--- src/rtl/namuru_time_mark_if.sv ---
// Bus between the time-mark block and its register/control side.
// The master drives TIC, configuration and command strobes and reads back
// the pulse output and status; the slave is the time-mark generator.
interface namuru_time_mark_if #(
  parameter int MC_WIDTH = 16,
  parameter int PW_WIDTH = 24
);
  logic                tic_enable;
  logic [7:0]          tics_per_mark;
  logic [PW_WIDTH-1:0] pulse_width;
  logic                arm;
  logic                disarm;
  logic                status_read;
  logic                time_mark;
  logic                mark_flag;
  logic                overrun;
  logic                running;
  logic [7:0]          tic_index;
  logic [MC_WIDTH-1:0] mark_count;

  modport master (
    output tic_enable, tics_per_mark, pulse_width, arm, disarm, status_read,
    input  time_mark, mark_flag, overrun, running, tic_index, mark_count
  );

  modport slave (
    input  tic_enable, tics_per_mark, pulse_width, arm, disarm, status_read,
    output time_mark, mark_flag, overrun, running, tic_index, mark_count
  );
endinterface

--- src/rtl/namuru_time_mark.sv ---
// TIC-aligned time-mark (1PPS-style) generator.
// Once armed, the first TIC fires a mark; afterwards a mark fires every
// (period shadow + 1) TICs. Each mark drives time_mark high for
// (pulse_width + 1) clocks, bumps mark_count and sets the sticky mark_flag.
// A mark that fires while the pulse is still high retriggers it and sets
// the sticky overrun flag.
module namuru_time_mark #(
  parameter int MC_WIDTH = 16,
  parameter int PW_WIDTH = 24
) (
  input  logic                  clk,
  input  logic                  rstn,
  namuru_time_mark_if.slave     bus
);

  typedef enum logic [1:0] {
    IDLE  = 2'd0,
    ARMED = 2'd1,
    RUN   = 2'd2
  } state_t;

  state_t              state_q;
  logic                running_q;
  logic [7:0]          shadow_q;
  logic [7:0]          tic_index_q;
  logic [MC_WIDTH-1:0] mark_count_q;
  logic [PW_WIDTH-1:0] width_q;
  logic                time_mark_q;
  logic                mark_flag_q;
  logic                overrun_q;
  logic                fire_d;

  // A mark fires on a TIC in ARMED, or on the period-closing TIC in RUN;
  // any disarm/arm in the same cycle takes precedence over the TIC.
  always_comb begin
    fire_d = 1'b0;
    if (bus.tic_enable && !bus.disarm && !bus.arm) begin
      if (state_q == ARMED)
        fire_d = 1'b1;
      else if (state_q == RUN && tic_index_q == shadow_q)
        fire_d = 1'b1;
    end
  end

  // Control FSM, period/width counters and registered status outputs.
  always_ff @(posedge clk) begin
    if (!rstn) begin
      state_q      <= IDLE;
      running_q    <= 1'b0;
      tic_index_q  <= 8'd0;
      mark_count_q <= '0;
      width_q      <= '0;
      time_mark_q  <= 1'b0;
      mark_flag_q  <= 1'b0;
      overrun_q    <= 1'b0;
    end else begin
      // Pulse timing: count down while high, drop after reaching zero.
      if (time_mark_q) begin
        if (width_q == '0)
          time_mark_q <= 1'b0;
        else
          width_q <= width_q - 1'b1;
      end

      if (bus.status_read)
        mark_flag_q <= 1'b0;

      if (bus.disarm) begin
        if (state_q != IDLE) begin
          state_q     <= IDLE;
          running_q   <= 1'b0;
          time_mark_q <= 1'b0;
          width_q     <= '0;
        end
      end else if (bus.arm) begin
        state_q      <= ARMED;
        running_q    <= 1'b1;
        tic_index_q  <= 8'd0;
        mark_count_q <= '0;
        overrun_q    <= 1'b0;
        time_mark_q  <= 1'b0;
        width_q      <= '0;
      end else if (bus.tic_enable && state_q != IDLE) begin
        if (fire_d) begin
          state_q     <= RUN;
          shadow_q    <= bus.tics_per_mark;
          tic_index_q <= 8'd0;
        end else begin
          tic_index_q <= tic_index_q + 8'd1;
        end
      end

      // Mark fire overrides the countdown and wins over status_read.
      if (fire_d) begin
        width_q      <= bus.pulse_width;
        time_mark_q  <= 1'b1;
        mark_count_q <= mark_count_q + 1'b1;
        mark_flag_q  <= 1'b1;
        if (time_mark_q)
          overrun_q <= 1'b1;
      end
    end
  end

  assign bus.time_mark  = time_mark_q;
  assign bus.mark_flag  = mark_flag_q;
  assign bus.overrun    = overrun_q;
  assign bus.running    = running_q;
  assign bus.tic_index  = tic_index_q;
  assign bus.mark_count = mark_count_q;

endmodule

--- src/flat_wrapper.sv ---
// flat-port wrapper written by rule: the top's interface ports become plain ports
module namuru_time_mark_flat 
#(
  parameter int MC_WIDTH = 16,
  parameter int PW_WIDTH = 24
)
  (clk, rstn, bus_tic_enable, bus_tics_per_mark, bus_pulse_width, bus_arm, bus_disarm, bus_status_read, bus_time_mark, bus_mark_flag, bus_overrun, bus_running, bus_tic_index, bus_mark_count);
  namuru_time_mark_if #(.MC_WIDTH(MC_WIDTH), .PW_WIDTH(PW_WIDTH)) bus_i ();
  input  logic clk;
  input  logic rstn;
  input wire logic [$bits(bus_i.tic_enable)-1:0] bus_tic_enable;
  input wire logic [$bits(bus_i.tics_per_mark)-1:0] bus_tics_per_mark;
  input wire logic [$bits(bus_i.pulse_width)-1:0] bus_pulse_width;
  input wire logic [$bits(bus_i.arm)-1:0] bus_arm;
  input wire logic [$bits(bus_i.disarm)-1:0] bus_disarm;
  input wire logic [$bits(bus_i.status_read)-1:0] bus_status_read;
  output wire logic [$bits(bus_i.time_mark)-1:0] bus_time_mark;
  output wire logic [$bits(bus_i.mark_flag)-1:0] bus_mark_flag;
  output wire logic [$bits(bus_i.overrun)-1:0] bus_overrun;
  output wire logic [$bits(bus_i.running)-1:0] bus_running;
  output wire logic [$bits(bus_i.tic_index)-1:0] bus_tic_index;
  output wire logic [$bits(bus_i.mark_count)-1:0] bus_mark_count;
  assign bus_i.tic_enable = bus_tic_enable;
  assign bus_i.tics_per_mark = bus_tics_per_mark;
  assign bus_i.pulse_width = bus_pulse_width;
  assign bus_i.arm = bus_arm;
  assign bus_i.disarm = bus_disarm;
  assign bus_i.status_read = bus_status_read;
  assign bus_time_mark = bus_i.time_mark;
  assign bus_mark_flag = bus_i.mark_flag;
  assign bus_overrun = bus_i.overrun;
  assign bus_running = bus_i.running;
  assign bus_tic_index = bus_i.tic_index;
  assign bus_mark_count = bus_i.mark_count;
  namuru_time_mark #(.MC_WIDTH(MC_WIDTH), .PW_WIDTH(PW_WIDTH)) u_core (.clk(clk), .rstn(rstn), .bus(bus_i));
endmodule
--- config.mk ---
export PLATFORM = sky130hd
export DESIGN_NAME = namuru_time_mark_flat
export DESIGN_NICKNAME = d
export VERILOG_FILES = /design/src/rtl/namuru_time_mark_if.sv /design/src/rtl/namuru_time_mark.sv /design/src/flat_wrapper.sv
export SDC_FILE = /design/constraint.sdc
export NUM_CORES = 1
export LEC_CHECK = 0
export ABC_AREA = 1
export CAP_MARGIN = 10
export CORE_ASPECT_RATIO = 0.9
export CORE_MARGIN = 5
export CORE_UTILIZATION = 40
export CTS_BUF_LIST = sky130_fd_sc_hd__clkbuf_4 sky130_fd_sc_hd__clkbuf_8
export CTS_CLUSTER_SIZE = 24
export DETAILED_ROUTE_END_ITERATION = 16
export GPL_TIMING_DRIVEN = 0
export HOLD_SLACK_MARGIN = 0.1
export PLACE_DENSITY = 0.66
export SLEW_MARGIN = 20
export SYNTH_ARGS = -nofsm -noshare
export SYNTH_HDL_FRONTEND = slang
export SYNTH_SLANG_ARGS = --single-unit
--- constraint.sdc ---
create_clock -name clk -period 1.75 [get_ports clk]
set_clock_uncertainty 0.15 [all_clocks]
set_input_delay 0.2625 -clock clk [delete_from_list [all_inputs] [get_ports clk]]
set_output_delay 0.2625 -clock clk [all_outputs]
set_load 0.01 [all_outputs]
==> results of run 1 <==
## worst max-delay path: stages, from the launching register on
cell and delay, ps:
edfxtp_1 410, nand2_1 100, nand2_1 50, inv_1 50, nand3_2 70, nor2_1 90, nand2_1 70, nand2_2 120
nand2_8 120, nor2_8 150, buf_12 170
## cells in the mapped netlist (7+ instances only)
cell type | number | area [sq um]
nand3_1 | 37 | 185.2
nand3_2 | 7 | 70.07
inv_1 | 48 | 180.2
nor3_1 | 9 | 45.04
nand2_2 | 10 | 62.56
nor2_1 | 48 | 180.2
edfxtp_1 | 8 | 240.2
nand4_1 | 10 | 62.56
a21oi_1 | 12 | 60.06
dfxtp_1 | 54 | 1081
nor2_2 | 8 | 50.05
nand2_1 | 138 | 518.0
xor2_1 | 11 | 96.34
a21oi_2 | 8 | 70.07
inv_2 | 9 | 33.78
o21ai_0 | 9 | 45.04
## report_power, final
group / internal (mW) / leakage [nW] / switching [mW]
clock network: 0.703 / 0.103 / 0.584
registers: 1.45 / 0.518 / 0.0184
logic: 0.203 / 1.68 / 0.191
## worst paths after layout
kind	to	slack (ps)	depth (start not counted)
worst min-delay path	u_core.bus.tic_index[5]$_SDFFE_PN0P_	210	3
worst max-delay path	u_core.shadow_q[2]$_DFFE_PP_	-80	10
worst min register to register	u_core.bus.mark_flag$_SDFFE_PN0P_	320	2
worst max register to register	u_core.shadow_q[2]$_DFFE_PP_	-80	10
## logic make-up after synthesis
group                      share of synthesized area
buffers and inverters                        0.08850
DFF                                           0.3724
and+or+nand+nor                               0.4023
AOI/OAI and AO/OA                            0.08569
adders and majority gates                    0.01410
xor gates and xnor gates                     0.03702
## flip-flops by register name, indices dropped and copies added (netlist names)
signal,cells
u_core.width_q,24
u_core.bus.mark_count,16
u_core.bus.tic_index,8
u_core.shadow_q,8
u_core.state_q,2
u_core.bus.mark_flag,1
u_core.bus.overrun,1
u_core.bus.running,1
u_core.bus.time_mark,1
## routing by layer
| layer | wire length, um | global-route usage | up-vias |
|---|---|---|---|
| met5 | 0 | 0 | - |
| met2 | 4648 | 0.3003 | 77 |
| met3 | 478 | 0.04672 | 14 |
| met1 | 3864 | 0.1961 | 1583 |
| met4 | 112 | 0.04794 | 0 |
| li1 | - | - | 1753 |
## stage by stage
stage / utilization / cell area (sq um) / cells / hold WS [ps]
after floorplan: - / 3548 / 485 / 190.6
after global routing: 0.5913 / 5090 / 706 / 215.7
final: 0.5913 / 5090 / 706 / 212.6
after detailed placement: 0.5051 / 4348 / 669 / 308.4
after CTS: 0.5622 / 4840 / 700 / 300.0
after global placement: 0.5051 / 4348 / 669 / 308.5
## layout make-up
class | instances | area, sq um | area share
buffer | 8 | 107.6 | 0.02114
clock inverter | 4 | 48.80 | 0.009587
clock buffer | 11 | 145.1 | 0.02852
timing repair buffer | 87 | 935.9 | 0.1839
multi-input combinational | 357 | 2125 | 0.4174
sequential | 62 | 1349 | 0.2650
inverter | 58 | 230.2 | 0.04523
tap | 119 | 148.9 | 0.02925
## timing repair
item / in CTS / in global routing
pin swaps: 11 / 16
buffers inserted: 14 / 5
hold endpoints to repair: 0 / 0
cloned: 2 / 1
resized for setup: 46 / 64
endpoints found under the setup margin: 56 / 75
==> results.toml, run 1 <==
[yosys]
netlist_area_sq_um = 3548
synth_cells = 485
synth_cell_types = 46
synth-seq-cells = 62
synth_async_sr_flop_share = 0
synthesis.nets = 527
synth_edf_count = 8
synth_area_per_cell_sq_um = 7.316
ys_warn_count = 0
seq_area_frac_synth = 0.3724
synthFlopType = "dfxtp_1"

[cts]
cts_max_level = 3
clk_pin_slew_ps = 70
worst_skew_pair.late_latency_ps = 350
clockBufferDepth = 2
cts-root-buf = "clkbuf_8"
cts_made_buffers = 9
holdBufCountCts = 0
numClockSinks = 62
cts_tree = "built"

[setup_path]
arrival_ps = 1730
reg2reg_from = "u_core.shadow_q[5]$_DFFE_PP_"
crit_path_max_fanout = 17
cp_data_required_time_ps = 1650
crit_start = "u_core.shadow_q[5]$_DFFE_PP_"
cp-start-kind = "register"
crit_type = "reg2reg"
end_kind = "register"

[layout]
antenna_cells = 0
drive_gt1_frac = 0.2845
mostFrequentLayoutCells = "nand2_1, clkdlybuf4s50_1, inv_1"
syn_to_final_growth_pct = 43.44
nFillCells = 769
fin_nets = 625
final_common_cell = "nand2_1"

[routing]
viasPerCell = 4.854
drc = 0
wirelength_um = 9104
wire_per_inst_um = 12.90
antenna_left = 0
drt_iter0_markers = 157
num_vias = 3427
first_pass_iters = 4

[hold_path]
min-delay-start = "rstn"
hold_class = "in2reg"

[status]
status = "finished with violations"
violations = "negative setup slack"

[floorplanning]
core-area_sq_um = 8608
num_rows = 32
die_w_um = 109.3
pin_count = 66
die_height_um = 99.35
die-area_sq_um = 10860
start_util = 0.4122

[global_route]
grt-ovfl-total = 0
grt_pass1_vias = 3287
grt_pass1_wl_um = 14680
track_usage = 0.1684
antenna_found_initial = 0
grt_max_degree = 18

[timing]
setup_violations = 52
slew_viol_final = 0
period_minus_slack_ps = 1830
tns_ps = -1566
fin_crit_sh = 1.046
relSlewSlack = 0.7239
tightest_slew_ps = 413.5
setup_ws_ps = -79.91
max_freq_mhz = 546.5
rsz0062_at_grt = "yes"
finalHoldViolations = 0

[power]
powerDensity_nw_per_um2 = 619.4
finalPower_mw = 3.153
peakVddDrop_v = 0.0003367
p_leak_nw = 2.303

[place]
port_buffers = 65
place_ws_ps = -471.0
routabilityCongestion = 0.8792
dp_hpwl_um = 6269

[flow_run]
maxCapViolCount = 0
No activity file was read; power rests on OpenSTA's default activity.
==> run 2: changes to the inputs <==
--- a/config.mk
+++ b/config.mk
@@ -15,7 +15,6 @@
 export DETAILED_ROUTE_END_ITERATION = 16
 export GPL_TIMING_DRIVEN = 0
 export HOLD_SLACK_MARGIN = 0.1
-export PLACE_DENSITY = 0.66
 export SLEW_MARGIN = 20
 export SYNTH_ARGS = -nofsm -noshare
 export SYNTH_HDL_FRONTEND = slang
==> constraint.sdc (replaced) <==
create_clock -name clk -period 2.2 [get_ports clk]
set_clock_uncertainty 0.15 [all_clocks]
set_input_delay 0.33 -clock clk [delete_from_list [all_inputs] [get_ports clk]]
set_output_delay 0.33 -clock clk [all_outputs]
set_load 0.01 [all_outputs]
==> run 2 against run 1 <==
Against the previous run:
- the flow now finishes without violations
- sequential cell count unchanged
- first-iteration DRC count fell by 37%
- non-clock buffer count fell by 22
- critical endpoint unchanged
- register-to-register slack better by 330 ps
- total power is 20% lower
- largest cell class unchanged
- clock-buffer cell count unchanged
- hold slack improved by 110 ps
- die area stayed put
- final cell count decreased by 3.1%
- design area is 10% lower
- combinational power shrank 38%
==> results.toml, run 2 (synthesis gave the netlist of run 1 again) <==
[setup_path]
critical-path-top-delay-family = "simple AND/OR/NAND/NOR gates"
worstPathCellList = "inv_1, a21oi_1, nand3_1, nor2_1, nand2_1, nand2_2, nand2_8, nor2_8, buf_6"
cp-start-kind = "register"
cp_slowest_stage_delay_ps = 390
cp_data_required_time_ps = 2090
cp.buffers_inverters = 2
r2r_slack_ps = 250
critical_path.slowest_cell = "dfxtp_1"
crit_type = "reg2reg"
reg2regPathDepth = 9
crit_start = "u_core.bus.tic_index[7]$_SDFFE_PN0P_"
crit_cells = 9
arrival_ps = 1830
crit_path_max_fanout = 17
end_kind = "register"
timing.rr.end = "u_core.shadow_q[2]$_DFFE_PP_"
reg2reg_from = "u_core.bus.tic_index[7]$_SDFFE_PN0P_"
endpoint = "u_core.shadow_q[2]$_DFFE_PP_"

[routing]
first_pass_iters = 4
drt_iter0_markers = 99
viasPerCell = 4.732
num_vias = 3237
antenna_left = 0
wirelength_um = 8062
wire_per_inst_um = 11.79
drc = 0

[place]
dp.cells = 669
dp_hpwl_um = 6165
port_buffers = 65
routabilityCongestion = 0.8522
place_area_sq_um = 4348

[power]
finalPower_mw = 2.513
powerDensity_nw_per_um2 = 551.1
p_leak_nw = 1.903
peakVddDrop_v = 0.0003173

[timing]
finalHoldViolations = 0
period_minus_slack_ps = 1948
slew_viol_final = 0
max_freq_mhz = 513.3
setup_violations = 0
relSlewSlack = 0.5450
tightest_slew_ps = 682.5
rsz0062_at_grt = "no"
holdWs_ps = 322.1
fin_crit_sh = 0.8855

[cts]
cts_setup_buffers = 0
cts-root-buf = "clkbuf_8"
clockBufferDepth = 2
cts_max_level = 3
cts_repair_resize_count = 0
cts_made_buffers = 9
worst_skew_pair.late_latency_ps = 330
holdBufCountCts = 0
clk_pin_slew_ps = 70
numClockSinks = 62
cts_tree = "built"

[floorplanning]
die-area_sq_um = 10860
die_w_um = 109.3
core-area_sq_um = 8608
die_height_um = 99.35
pin_count = 66
start_util = 0.4122
num_rows = 32

[layout]
final_common_cell = "nand2_1"
largest-register = "u_core.width_q"
instances_no_fill = 684
largest_reg_flops = 24
drive_gt1_frac = 0.1434
finalInstanceArea_sq_um = 4559
fin_nets = 603
syn_to_final_growth_pct = 28.49
nFillCells = 861
mostFrequentLayoutCells = "nand2_1, clkdlybuf4s50_1, dfxtp_1"
utilization = 0.5297
antenna_cells = 0

[global_route]
grt_pass1_wl_um = 13720
grt_busiest_layer = "met2"
grt-ovfl-total = 0
grtUsageMet1 = 0.2021
antenna_found_initial = 0
grt_max_degree = 18
use_met2 = 0.2573
gr-usage-met3 = 0.03764
grt_pass1_vias = 3034
track_usage = 0.1573

[flow_run]
maxCapViolCount = 0

[status]
status = "completed"

[hold_path]
hold_class = "reg2reg"
-- run 2: changes by cell type in the layout (fill, tap and decap cells not counted), sizes merged --
cell,previous run,this run
dlygate4sd2,1,0
clkinv,3,1
clkdlybuf4s50,54,65
buf,28,7
clkbuf,13,12
bufinv,1,2
dlymetal6s2s,10,0
clkinvlp,0,1
-- run 2: metal layers --
layer / vias to the layer above / wire, um
met4: 0 / 44
met5: - / 0
met3: 4 / 441
met1: 1442 / 3732
li1: 1715 / -
met2: 76 / 3844
-- run 2: tightest hold or removal path: cells and delay by family, from the launching register on --
family | cells | cell delay, ps
AOI/OAI and AO/OA | 1 | 60
DFF | 1 | 310
buffers and inverters | 1 | 50
-- run 2: layout make-up --
class | instances | area, sq um | area share
Buffer | 8 | 93.84 | 0.02058
Clock buffer | 11 | 138.9 | 0.03046
Clock inverter | 4 | 72.57 | 0.01592
Inverter | 58 | 220.2 | 0.04830
Multi-Input combinational cell | 357 | 1913 | 0.4196
Sequential cell | 62 | 1321 | 0.2898
Tap cell | 119 | 148.9 | 0.03266
Timing Repair Buffer | 65 | 650.6 | 0.1427
-- run 2: report_power, final --
group	switching, mW	internal, mW
clock	0.442	0.656
combinational	0.124	0.120
sequential	0.0132	1.16
total	0.579	1.93
-- run 2: worst min-delay path by stage --
stage | startpoint | end | slack [ps] | cells past startpoint
after global placement | u_core.bus.mark_flag$_SDFFE_PN0P_ | u_core.bus.mark_flag$_SDFFE_PN0P_ | 300 | 2
final | u_core.bus.mark_flag$_SDFFE_PN0P_ | u_core.bus.mark_flag$_SDFFE_PN0P_ | 320 | 2
after global routing | u_core.bus.mark_count[4]$_SDFFE_PN0P_ | u_core.bus.mark_count[4]$_SDFFE_PN0P_ | 360 | 2
after floorplan | bus_disarm | u_core.state_q[1]$_SDFFE_PN0P_ | 260 | 1
after detailed placement | u_core.bus.mark_flag$_SDFFE_PN0P_ | u_core.bus.mark_flag$_SDFFE_PN0P_ | 310 | 2
after CTS | u_core.bus.mark_flag$_SDFFE_PN0P_ | u_core.bus.mark_flag$_SDFFE_PN0P_ | 320 | 2
-- run 2: stage by stage --
step	setup slack [ps]	setup TNS, ps
5_1_grt	37.92	0
6_report	252.0	0
3_3_place_gp	-80.61	-788.3
4_1_cts	207.7	0
2_1_floorplan	450.1	0
3_5_place_dp	-109.9	-1220
